$ cat config.mk
export PLATFORM = sky130hd
export DESIGN_NAME = uart_tx_serializer_cfg
export DESIGN_NICKNAME = d
export VERILOG_FILES = /design/src/rtl/uart_tx_pkg.sv /design/src/rtl/uart_parity_calc.sv /design/src/rtl/uart_tx_serializer_cfg.sv
export SDC_FILE = /design/constraint.sdc
export NUM_CORES = 1
export LEC_CHECK = 0
export CAP_MARGIN = 10
export CORE_UTILIZATION = 35
export CTS_BUF_LIST = sky130_fd_sc_hd__clkbuf_4
export CTS_CLUSTER_DIAMETER = 100
export CTS_CLUSTER_SIZE = 8
export DETAILED_ROUTE_END_ITERATION = 8
export PLACE_DENSITY = 0.64
export SYNTH_ARGS = -nofsm -noshare
export SYNTH_HDL_FRONTEND = slang
export SYNTH_HIERARCHICAL = 1
export SYNTH_SLANG_ARGS = --single-unit
$ cat constraint.sdc
create_clock -name clk -period 5 [get_ports clk]
set_input_delay 1 -clock clk [delete_from_list [all_inputs] [get_ports clk]]
set_output_delay 1 -clock clk [all_outputs]
set_load 0.1 [all_outputs]
$ cat src/rtl/uart_tx_pkg.sv
// Shared types and helpers for the UART TX serializer
// and the RX parity checker.
package uart_tx_pkg;

    typedef enum logic [1:0] {
        IDLE  = 2'd0,
        HOLD  = 2'd1,
        SHIFT = 2'd2
    } state_e;

    localparam logic PAR_EVEN  = 1'b0;
    localparam logic PAR_ODD   = 1'b1;
    localparam logic LSB_FIRST = 1'b0;
    localparam logic MSB_FIRST = 1'b1;

    // Zero or oversize lengths mean a full-width frame.
    function automatic int unsigned clamp_len(
        input int unsigned len,
        input int unsigned max_len
    );
        if (len == 0 || len > max_len) begin
            return max_len;
        end
        return len;
    endfunction

endpackage

$ cat src/rtl/uart_parity_calc.sv
// Parity of the low len bits of a word.
// Shared by the TX serializer and the RX checker.
module uart_parity_calc
    import uart_tx_pkg::*;
#(
    parameter int DATA_WIDTH = 8,
    parameter int LEN_W      = $clog2(DATA_WIDTH) + 1
) (
    input  logic [DATA_WIDTH-1:0] data,
    input  logic [LEN_W-1:0]      len,
    input  logic                  par_type,
    output logic                  parity
);

    logic x;

    // XOR-reduce the frame bits, then apply the parity sense.
    always_comb begin
        x = 1'b0;
        for (int i = 0; i < DATA_WIDTH; i++) begin
            if (LEN_W'(i) < len) begin
                x = x ^ data[i];
            end
        end
        parity = x;
        unique case (par_type)
            PAR_EVEN: parity = x;
            PAR_ODD:  parity = ~x;
        endcase
    end

endmodule

$ cat src/rtl/uart_tx_serializer_cfg.sv
// UART TX bit serializer: loads a word, then shifts
// 1..DATA_WIDTH bits out LSB- or MSB-first under ser_en.
module uart_tx_serializer_cfg
    import uart_tx_pkg::*;
#(
    parameter int DATA_WIDTH = 8,
    parameter int LEN_W      = $clog2(DATA_WIDTH) + 1
) (
    input  logic                  clk,
    input  logic                  reset,
    input  logic [DATA_WIDTH-1:0] p_data,
    input  logic                  load_valid,
    output logic                  load_ready,
    input  logic [LEN_W-1:0]      data_len,
    input  logic                  msb_first,
    input  logic                  par_type,
    input  logic                  ser_en,
    output logic                  ser_data,
    output logic                  ser_done,
    output logic                  par_bit,
    output logic                  busy
);

    state_e                state_q, state_d;
    logic [DATA_WIDTH-1:0] hold_q, hold_d;
    logic [LEN_W-1:0]      len_q, len_d;
    logic                  msb_q, msb_d;
    logic [LEN_W-1:0]      cnt_q, cnt_d;
    logic                  ser_data_q, ser_data_d;
    logic                  ser_done_q, ser_done_d;
    logic                  par_q, par_d;

    logic [LEN_W-1:0]      len_c;
    logic                  par_c;
    logic [LEN_W-1:0]      bit_idx;
    logic [LEN_W-1:0]      cnt_inc;
    logic                  next_bit;
    logic                  last_bit;

    assign len_c = LEN_W'(clamp_len(32'(data_len), DATA_WIDTH));

    uart_parity_calc #(
        .DATA_WIDTH (DATA_WIDTH),
        .LEN_W      (LEN_W)
    ) u_par (
        .data     (p_data),
        .len      (len_c),
        .par_type (par_type),
        .parity   (par_c)
    );

    // Position of the next bit to send inside the held word.
    always_comb begin
        bit_idx = cnt_q;
        unique case (msb_q)
            LSB_FIRST: bit_idx = cnt_q;
            MSB_FIRST: bit_idx = len_q - LEN_W'(1) - cnt_q;
        endcase
    end

    assign next_bit = |(hold_q & (DATA_WIDTH'(1) << bit_idx));
    assign cnt_inc  = cnt_q + LEN_W'(1);
    assign last_bit = (cnt_inc == len_q);

    // Load / hold / shift sequencing and next output values.
    always_comb begin
        state_d    = state_q;
        hold_d     = hold_q;
        len_d      = len_q;
        msb_d      = msb_q;
        cnt_d      = cnt_q;
        ser_data_d = ser_data_q;
        ser_done_d = 1'b0;
        par_d      = par_q;
        unique case (state_q)
            IDLE: begin
                ser_data_d = 1'b0;
                if (load_valid) begin
                    hold_d  = p_data;
                    len_d   = len_c;
                    msb_d   = msb_first;
                    par_d   = par_c;
                    cnt_d   = '0;
                    state_d = HOLD;
                end
            end
            HOLD: begin
                ser_data_d = 1'b0;
                if (ser_en) begin
                    ser_data_d = next_bit;
                    cnt_d      = cnt_inc;
                    if (last_bit) begin
                        ser_done_d = 1'b1;
                        state_d    = IDLE;
                    end else begin
                        state_d = SHIFT;
                    end
                end
            end
            SHIFT: begin
                if (ser_en) begin
                    ser_data_d = next_bit;
                    cnt_d      = cnt_inc;
                    if (last_bit) begin
                        ser_done_d = 1'b1;
                        state_d    = IDLE;
                    end
                end
            end
            default: begin
                ser_data_d = 1'b0;
                state_d    = IDLE;
            end
        endcase
    end

    // State and datapath registers; reset drops any partial frame.
    always_ff @(posedge clk or negedge reset) begin
        if (!reset) begin
            state_q    <= IDLE;
            hold_q     <= '0;
            len_q      <= '0;
            msb_q      <= LSB_FIRST;
            cnt_q      <= '0;
            ser_data_q <= 1'b0;
            ser_done_q <= 1'b0;
            par_q      <= 1'b0;
        end else begin
            state_q    <= state_d;
            hold_q     <= hold_d;
            len_q      <= len_d;
            msb_q      <= msb_d;
            cnt_q      <= cnt_d;
            ser_data_q <= ser_data_d;
            ser_done_q <= ser_done_d;
            par_q      <= par_d;
        end
    end

    assign load_ready = (state_q == IDLE);
    assign busy       = (state_q != IDLE);
    assign ser_data   = ser_data_q;
    assign ser_done   = ser_done_q;
    assign par_bit    = par_q;

endmodule

# == Yosys cells after proc, flatten, opt, wreduce, memory -nomap -nowiden ==
# Index checks and enable logic that the tools add are counted.
# word_totals
ff_bits,22
in_bits,18
output_inout_bits,5
word_cells,78
# classes
n_addsub,3
n_lt_le_gt_ge,9
n_eq_ne,8
shift,1
n_mux,28
bitwise,11
reduce_logical,10
# op_table
operator,count
less-than comparator 3 x 4 -> 1 bit (first input constant),4
2-to-1 mux 4 bit,4
one-hot mux 4 bit (2 select lines),2
2-to-1 mux 1 bit,14
2-to-1 mux 2 bit,5
AND 8 bit,1
less-than comparator 1 x 4 -> 1 bit (first input constant),2
less-than comparator 2 x 4 -> 1 bit (first input constant),2
inequality test 2 bit (second input constant),4
OR reduction 8 bit,1
left shift 1 x 4 -> 8 bit (first input constant),1
XOR 1 bit,7
one-hot mux 2 bit (3 select lines),1
adder 4 x 1 -> 4 bit (second input constant),1
equality test 4 bit,1
> comparator 4 bit (second input constant),1
zero test 4 bit,1
one-hot mux 1 bit (2 select lines),2
AND reduction 4 bit,1
nonzero test 2 bit,2
subtractor 4 x 1 -> 4 bit (second input constant),1
subtractor 4 bit,1
NOT 1 bit,3
AND reduction 3 bit,1
7 further kinds,7

# == Longest topological paths before layout ==
# depth
ltp_word,22
mapped_depth,9
mapped_depth_nobuf,9

# == Hierarchy ==
# The synthesis kept the hierarchy.
# by_module_without_submodules
mod,instances,cells_per_inst,area_each_um2,seq_area_each_um2
uart_tx_serializer_cfg,1,129,1320.0,550.5
uart_parity_calc,1,20,152.6,0.0

# == Worst setup path before layout ==
# OpenSTA, ideal clock, no wires.
# synth_timing
path_kind,reg-to-output
start,register state_q[0]
end,output busy
t_arrival_ns,2.030
t_required_ns,4.000
path_slack_ns,1.970
stages_incl_launch_ff,4
n_path_buf,0
path_cell_list,dfrtp_1 -> inv_1 -> ha_1 -> inv_1
# synth_via
elab_chain_len,1
# synth_lines
element,line,text
"start, declared",uart_tx_serializer_cfg.sv:24,"state_e state_q, state_d;"
"start signal, assigned",uart_tx_serializer_cfg.sv:129,state_q <= state_d;
nonzero test 2 bit,uart_tx_serializer_cfg.sv:141,assign busy = (state_q != IDLE);
"end, declared",uart_tx_serializer_cfg.sv:21,output logic busy
# Every way passes these cells.

# == Final worst setup path ==
# Same ends and word-level chain as after synthesis.

==> results by group <==
STA
  • Max-slew violations: 0
  • Final setup vio count: 0
  • Achievable frequency: around 300 MHz
  • Clock Skew: approximately 0.0046 ns
  • TNS Setup: 0 ns
  • Count of final hold-check violations: 0
  • Least-Margin Pin Slew: ~1 ns
  • Slew HR: between 30% and 40%
  • RSZ-0062 raised after global routing: false
  • Fin crit period: approximately 3.3 ns
  • Period utilization: about 66%

Clock network
  • Post-CTS Setup Inserts: 0
  • CTS clk-pin slew, worst paths: approximately 0.13 ns
  • Total CTS buffers: 3
  • CTS Root Cell: clkbuf_4
  • Clock sink count: 22
  • Clock latency on the worst-skew pair: 0.31 ns
  • H-tree Lvls: 1
  • CTS Hold Bufs: 0
  • Clock buffer depth: 2
  • Post_cts resized: 0
  • CTS tree: done

Yosys
  • Top cell type's share of synthesized area: 37.4%
  • Mean Syn Cell Area: 9.88 um^2
  • Cells after synthesis: 149
  • Asr flop ratio synth: 100%
  • Synth area leader: dfrtp_1
  • Main synth FF type: dfrtp_1
  • Netlist Area Pre-Place: ~1500 um^2
  • Post-synthesis sequential area ratio: about 37%
  • FF+latch count, synth: 22
  • Top cells by area, synth: dfrtp_1, mux2_2, ha_1
  • Post-synth EDFFs: 0
  • Unique masters post-synth: 39
  • Syn Nets: ~180
  • Synth warn: 6

Route
  • DRT antenna net count: 0
  • Vias per cell: between 5 and 6
  • Drt pass-1 iters: 4
  • Routed WL: ~3200 um
  • Initial drt markers: 42
  • Via count: 1206
  • Drt drc: 0
  • Drt wl/cell: about 14 um

Floorplanning
  • Die H: ~67 um
  • Row count: 23
  • Die Footprint: between 4000 and 5000 um^2
  • Core area: approximately 4000 um^2
  • DIE WIDTH: approximately 67 um
  • Initial core utilization: approximately 37%
  • # IOs: 23

Cells and area
  • Fill cells: 418
  • Share of cells above drive strength 1: about an eighth
  • Final #Nets: about 200
  • Final core occ: 44.5%
  • # diodes: 0
  • Area occupied by multi-input gates: 873 um^2
  • FF+latch area: roughly 550 um^2
  • Area added between synthesis and finish: 21.8%

Place
  • DP HPWL: around 2500 um
  • I/O Buffers: 22
  • Gpl congestion: 0.789

Setup path
  • CP max FO: 5
  • WP data required: approximately 4.0 ns
  • Critical path arrival: between 2 and 2.5 ns
  • Setup crit end kind: output pin
  • Critical path class: reg2out
  • Setup crit start kind: flop

Global route
  • Gr usage total: between 15 and 20%
  • Global-route wire length before repair: roughly 5400 um
  • Vias in the first global route: around 1200
  • Largest net degree at the start of global routing: 23
  • Grt total ovfl: 0
  • Initial antenna violation count: 0

Min path
  • Hold WC Path Type: reg2reg

Power and ir drop
  • Static Leak: 0.000742 uW
  • Comb pwr share: around three fifths
  • Sw Ratio: between 40 and 50%
  • Worst vdd ir: approximately 0.28 mV
  • Clock share of power: 12.0%
  • P_sw: just over 500 uW
  • Power Internal: between 600 and 700 uW
  • Reg power frac: between 20 and 30%
  • PD cells: between 600 and 700 nW/um^2

Run
  • Max_cap viols: 0

Status
  • Outcome: finished clean
-- layout make-up --
type                       instances  share of cell area (%)
clock inverter                     1                    1.67
sequential                        22                    30.7
multi-input combinational        114                    48.7
inverter                           9                    1.88
clock buffer                       3                    1.26
timing repair buffer              22                    12.3
tap                               50                    3.49
-- per-layer routing --
metal	global-route usage (%)	share of wire (%)	routed length, um	up-vias
li1	-	-	-	585
met1	20.6	46	1440	591
met2	27.8	51	1610	28
met3	2.05	2.9	93	2
met4	3.99	0.25	8	0
met5	0	0	0	-
-- layout by cell type, fill, tap and decap left out, types with 2 or more instances in the layout --
master	Yosys	layout
or2_2	2	2
dfrtp_1	22	22
nand3b_1	2	2
o31ai_1	4	4
clkbuf_4	0	3
ha_1	7	7
nor2b_1	3	3
a21oi_1	5	5
xor2_1	3	3
mux2_2	14	14
nor2_1	11	11
mux2i_1	2	2
xnor2_1	10	10
a222oi_1	2	2
a211o_1	2	2
o21ai_0	6	6
nand2_1	9	9
nand3_1	9	9
nand2b_1	2	2
o22ai_1	2	2
a21boi_0	2	2
inv_1	9	9
clkdlybuf4s50_1	0	22
-- sequential cells by signal (all words and copies together) (netlist names) --
| signal | flops |
|---|---|
| msb_q | 1 |
| ser_data | 1 |
| state_q | 2 |
| cnt_q | 4 |
| par_bit | 1 |
| hold_q | 8 |
| len_q | 4 |
| ser_done | 1 |
-- Yosys cell counts (all sizes together), types with 3 or more instances --
master,count
dfrtp,22
mux2,14
nor2,11
xnor2,10
inv,9
nand2,9
nand3,9
ha,7
o21ai,6
a21oi,5
clkbuf,4
o31ai,4
nor2b,3
xor2,3
-- worst paths after layout --
kind                       depth (start not counted)                     to  slack (ns)                   start
max                                                4                   busy        1.69  state_q[0]$_DFFE_PN0P_
min                                                1  hold_q[0]$_DFFE_PN0P_        0.53   hold_q[0]$_DFFE_PN0P_
max reg2reg                                        9   ser_data$_DFFE_PN0N_        2.52    cnt_q[0]$_DFFE_PN0P_
min reg2reg                                        1  hold_q[0]$_DFFE_PN0P_        0.53   hold_q[0]$_DFFE_PN0P_
max in group asynchronous                          1  hold_q[5]$_DFFE_PN0P_        3.17                   reset
min in group asynchronous                          1   cnt_q[1]$_DFFE_PN0P_        1.23                   reset
-- worst max-delay path, cell delays in order (launching register included) --
cell	delay (ns)
dfrtp_1	0.37
inv_1	0.08
ha_1	0.26
inv_1	0.14
clkdlybuf4s50_1	1.15
-- stage by stage --
step	setup WS [ns]	hold slack [ns]	cell area, um^2	power [uW]	instances
6_report	1.69	0.526	1790	1150	221
3_5_place_dp	1.72	0.498	1740	1010	217
4_1_cts	1.66	0.532	1790	1160	221
2_1_floorplan	1.97	0.474	1470	858	149
5_1_grt	1.56	0.558	1790	1240	221
3_3_place_gp	1.83	0.493	1740	986	217
-- power by group through the flow --
stage | combinational [uW] | clock [uW] | sequential [uW]
2_1_floorplan | 501 | 0 | 357
3_3_place_gp | 655 | 0 | 330
3_5_place_dp | 678 | 0 | 337
4_1_cts | 679 | 144 | 332
5_1_grt | 746 | 149 | 347
6_report | 676 | 137 | 332
-- kinds of logic after synthesis --
family	share of synthesized area (%)
simple gates	16.2
compound gates	14.4
flops	37.4
mux	12.1
xor+xnor	9.26
buf+inv	3.31
fa+ha+maj	7.31
(Power assumes the default switching activity.)
